===== config.mk =====
export PLATFORM = sky130hd
export DESIGN_NAME = regfile_param
export DESIGN_NICKNAME = d
export VERILOG_FILES = /design/src/rtl/regfile_param.sv
export SDC_FILE = /design/constraint.sdc
export NUM_CORES = 2
export LEC_CHECK = 0
export CORE_ASPECT_RATIO = 0.7
export CORE_MARGIN = 3
export CORE_UTILIZATION = 35
export CTS_CLUSTER_DIAMETER = 80
export CTS_CLUSTER_SIZE = 10
export DETAILED_ROUTE_END_ITERATION = 10
export SLEW_MARGIN = 0
export SYNTH_ARGS = -nofsm -noshare
export SYNTH_HDL_FRONTEND = slang
export SYNTH_SLANG_ARGS = --single-unit
export TNS_END_PERCENT = 100

===== constraint.sdc =====
create_clock -name clock -period 2.5 [get_ports clock]
set_input_delay 0.5 -clock clock [delete_from_list [all_inputs] [get_ports clock]]
set_output_delay 0.5 -clock clock [all_outputs]
set_load 0.02 [all_outputs]

===== src/rtl/regfile_param.sv =====
// rtl/regfile_param.sv - DEPTH x WIDTH register file with busy scoreboard; REGFILE_BYPASS_EN enables write-to-read forwarding
module regfile_param #(
   parameter int WIDTH  = 32,
   parameter int DEPTH  = 32,
   parameter int ADDR_W = 5
) (
   input  logic              clock,
   input  logic              reset,
   input  logic              ctrl_writeEnable,
   input  logic [ADDR_W-1:0] ctrl_writeReg,
   input  logic [WIDTH-1:0]  data_writeReg,
   input  logic [ADDR_W-1:0] ctrl_readRegA,
   input  logic [ADDR_W-1:0] ctrl_readRegB,
   output logic [WIDTH-1:0]  data_readRegA,
   output logic [WIDTH-1:0]  data_readRegB,
   input  logic              ctrl_markBusy,
   input  logic [ADDR_W-1:0] ctrl_busyReg,
   output logic              busy_A,
   output logic              busy_B
);

   logic [WIDTH-1:0] regs [DEPTH];
   logic [DEPTH-1:0] busy;
   logic [DEPTH-1:0] busy_next;
   logic             wr_hit;
   logic             mark_hit;

   // r0 is a hardwired zero, so neither port may touch it
   assign wr_hit   = ctrl_writeEnable && (ctrl_writeReg != '0);
   assign mark_hit = ctrl_markBusy && (ctrl_busyReg != '0);

   // Register storage; r0 is never written and keeps its cleared value
   always_ff @(posedge clock or negedge reset) begin
      if (!reset) begin
         for (int i = 0; i < DEPTH; i++) begin
            regs[i] <= '0;
         end
      end else if (wr_hit) begin
         regs[ctrl_writeReg] <= data_writeReg;
      end
   end

   // Next busy vector: write-back clears, then issue sets, so a new producer wins
   always_comb begin
      busy_next = busy;
      if (wr_hit) begin
         busy_next[ctrl_writeReg] = 1'b0;
      end
      if (mark_hit) begin
         busy_next[ctrl_busyReg] = 1'b1;
      end
      busy_next[0] = 1'b0;
   end

   // Busy scoreboard register
   always_ff @(posedge clock or negedge reset) begin
      if (!reset) begin
         busy <= '0;
      end else begin
         busy <= busy_next;
      end
   end

   // Read port A: registered state, optionally overridden by the in-flight write
   always_comb begin
      data_readRegA = (ctrl_readRegA == '0) ? '0 : regs[ctrl_readRegA];
      busy_A        = (ctrl_readRegA != '0) && busy[ctrl_readRegA];
`ifdef REGFILE_BYPASS_EN
      // forwarding is suppressed while reset holds the file cleared
      if (reset && wr_hit && (ctrl_writeReg == ctrl_readRegA)) begin
         data_readRegA = data_writeReg;
         busy_A        = mark_hit && (ctrl_busyReg == ctrl_readRegA);
      end
`endif
   end

   // Read port B: same lookup as port A on its own address
   always_comb begin
      data_readRegB = (ctrl_readRegB == '0) ? '0 : regs[ctrl_readRegB];
      busy_B        = (ctrl_readRegB != '0) && busy[ctrl_readRegB];
`ifdef REGFILE_BYPASS_EN
      if (reset && wr_hit && (ctrl_writeReg == ctrl_readRegB)) begin
         data_readRegB = data_writeReg;
         busy_B        = mark_hit && (ctrl_busyReg == ctrl_readRegB);
      end
`endif
   end

endmodule


==> out/metrics.yaml <==
sta:
  final.setup_skew_ps: 0
  tightest_slew_ps: 921
  period_minus_slack_ps: 3190
  grt_setup_unrepaired: "true"
  fin_ws_ps: -688
  maxSlewViolCount: 0
  max_freq_mhz: 314
  hold_viol_final: 0
  finalCritPeriodShare_pct: 128
  maxSlewHeadroom_pct: 38.6
  setup_violations: 66
global_routing:
  overflow: 0
  grt_antenna_before_repair: 2
  grt_pass1_wl_um: 305000
  grt_max_degree: 85
  grt_pass1_vias: 40100
  grt_util_all_layers_pct: 25.4
worst_setup_path:
  rr_worst_depth: 3
  crit_path_top_delay_cell: "a311oi_2"
  r2r_start: "regs[568]"
  cp.arrival_ps: 2690
  cp_data_required_time_ps: 2000
  cp_common_cell: "buf_12"
  startpoint_type: "input pin"
  end_kind: "output pin"
  crit_family: "buffers and inverters"
  reg2reg_to: "regs[568]"
  worstPathMaxFanout: 6
  path_buf_inv: 7
  max_stage_delay_ps: 520
  worstSetupPathType: "input pin to output pin"
  regToRegSetupSlack_ps: 1490
  path_cells: "buf_16 > buf_12 > nor2b_4 > buf_12 > buf_12 > buf_12 > a221oi_2 > o21ai_2 > a311oi_2 > buf_4 > buf_4"
finish:
  layout.nets: 4370
  layout_commonest_cell: "dfrtp_1"
  layout-drive-gt1-share_pct: 64.5
  antenna_cells: 0
  syn_to_final_growth_pct: 28.1
  design_area_um2: 72500
  final_cell_mix: "dfrtp_1, mux2_2, buf_4"
detailed_routing:
  viasPerCell: 6.14
  post-route-drc-count: 0
  antenna_left: 0
  first_iter_violations: 4458
  totalWireLength_um: 214000
  routedWlPerCell_um: 33.2
  firstDrtPassIters: 6
  vias: 39500
yosys:
  yosysSeqAreaShare_pct: 46.6
  synth_edf_count: 0
  synth_top_cells_by_area: "dfrtp_1, mux2_2, mux4_2, mux2i_1, buf_2"
  ys_ff_latch: 1055
  async_reset_ff_share_pct: 100
  synth_top_area_share_pct: 46.6
  synth.distinct_cells: 53
  yosys_most_used_dff: "dfrtp_1"
  syn_area_um2: 56600
  synth_cells: 3763
  ys_warn_count: 0
  synth_fp_nets: 3819
  yosysTopAreaCell: "dfrtp_1"
  syn-mean-instance-area_um2: 15.0
floorplan:
  fp.dieW_um: 487
  pin_count: 122
  core_area_um2: 159000
  die_height_um: 342
  dieArea_um2: 167000
  initial_utilization_pct: 35.5
  rows: 122
clock_tree:
  cts_tree: "built"
  cts_root_buffer: "clkbuf_16"
  clk_path_buf_depth: 3
  h-tree-depth: 3
  cts_buffers: 115
  cts.sinks: 1055
  clk_pin_slew_worst_paths_ps: 60
  clk_latency_ps: 730
power_and_ir_drop:
  power.leakage_nw: 31.2
  intPower_w: 0.0366
  comb_power_share_pct: 26.3
  power.share.clock_pct: 29.5
  powerDensity_nw_per_um2: 713
  peakVddDrop_mv: 0.639
  p_seq_share_pct: 44.2
  power.switching_w: 0.0151
  switching_share_pct: 29.2
place:
  io_buffers: 121
  dp_hpwl_um: 139000
  post-place-ws_ps: -1230
  gp_congestion: 0.887
  dpl-instance-area_um2: 65200
run_status:
  outcome: "finished with violations"
  violations: "setup timing"
job:
  maxCapViolCount: 0
worst_hold_path:
  hold_path_class: "input pin to async pin"
[metrics by stage]
| step | util [%] | cells | hold slack, ps | setup TNS [ps] | power (W) |
|---|---|---|---|---|---|
| 2_1_floorplan | - | 3763 | 204 | 0 | 0.0301 |
| 3_3_place_gp | 40.9 | 6170 | 374 | -134010 | 0.0345 |
| 3_5_place_dp | 40.9 | 6170 | 380 | -145680 | 0.0349 |
| 4_1_cts | 44.9 | 6385 | 231 | -31170 | 0.0514 |
| 5_1_grt | 45.5 | 6429 | 258 | -31640 | 0.0537 |
| 6_report | 45.5 | 6429 | 251 | -28330 | 0.0517 |
[worst max-delay path by stage]
stage / start / to / slack (ps) / depth (start not counted)
finish: ctrl_readRegA[1] / data_readRegA[21] / -690 / 11
global route: regs[430] / data_readRegA[14] / -660 / 6
detailed placement: ctrl_readRegA[0] / data_readRegA[15] / -1230 / 8
global placement: ctrl_readRegA[0] / data_readRegA[15] / -1230 / 8
floorplan: ctrl_readRegB[1] / data_readRegB[14] / 80 / 8
CTS: ctrl_readRegA[1] / data_readRegA[14] / -700 / 11
[flip-flops by register name, summed over array words and instances, names as in the netlist]
name and count:
busy 31, regs 1024
[synth_stat cells, types with 3 or more instances]
cell type	n
nand4b_1	3
nand2_1	52
a311oi_1	57
inv_1	15
nor2b_1	71
and2b_1	3
buf_8	3
buf_2	159
nor3b_2	3
nand3_1	7
buf_4	52
nor3_2	3
a211oi_1	64
a311oi_2	9
nor2_2	3
clkbuf_1	190
mux2_1	29
mux4_1	21
buf_6	32
nand2b_1	7
a22o_1	11
o2111ai_1	17
mux2i_1	131
dfrtp_1	1055
clkbuf_2	3
a221oi_1	48
a32o_1	4
o22ai_1	11
nor2_1	13
mux2_2	1031
o21ai_0	67
mux4_2	439
o21ai_1	50
a22oi_1	66
nor3_1	3
[cell type report]
type / count / area, um2
Timing Repair Buffer: 875 / 9890
Sequential cell: 1055 / 26400
Multi-Input combinational cell: 2252 / 30500
Tap cell: 2108 / 2640
Fill cell: 14000 / 86900
Clock buffer: 119 / 2970
Inverter: 15 / 61.3
Clock inverter: 5 / 58.8
[power groups by stage]
stage | logic [W] | registers [W] | clock network, W
floorplan | 0.00799 | 0.0221 | 0
global placement | 0.0117 | 0.0228 | 0
detailed placement | 0.0120 | 0.0230 | 0
CTS | 0.0132 | 0.0227 | 0.0155
global route | 0.0144 | 0.0232 | 0.0162
finish | 0.0136 | 0.0228 | 0.0152
[logic make-up (layout without fill, tap and decap cells)]
group | after synthesis | in the layout | synth area share (%)
compound gates | 414 | 414 | 5.40
mux | 1651 | 1651 | 41.8
flops | 1055 | 1055 | 46.6
buf+inv | 456 | 1014 | 4.22
simple gates | 187 | 187 | 1.89
[routing by layer]
layer | track usage (%) | vias to the layer above | share of wire (%) | wire [um]
met5 | 0 | - | 0 | 0
met4 | 8.60 | 0 | 4.1 | 8700
met3 | 5.49 | 428 | 7.8 | 16600
met2 | 37.4 | 1777 | 43 | 92600
met1 | 37.0 | 21600 | 45 | 95600
li1 | - | 15700 | - | -
[what timing repair did]
action,CTS,global route
endpoints found under the setup margin,66,66
setup buffers,80,49
resized for setup,566,146
pin swaps,103,77
hold buffers,1,0
cloned,15,2
endpoints found under the hold margin,109,0
Power figures use the tool's default switching activity.
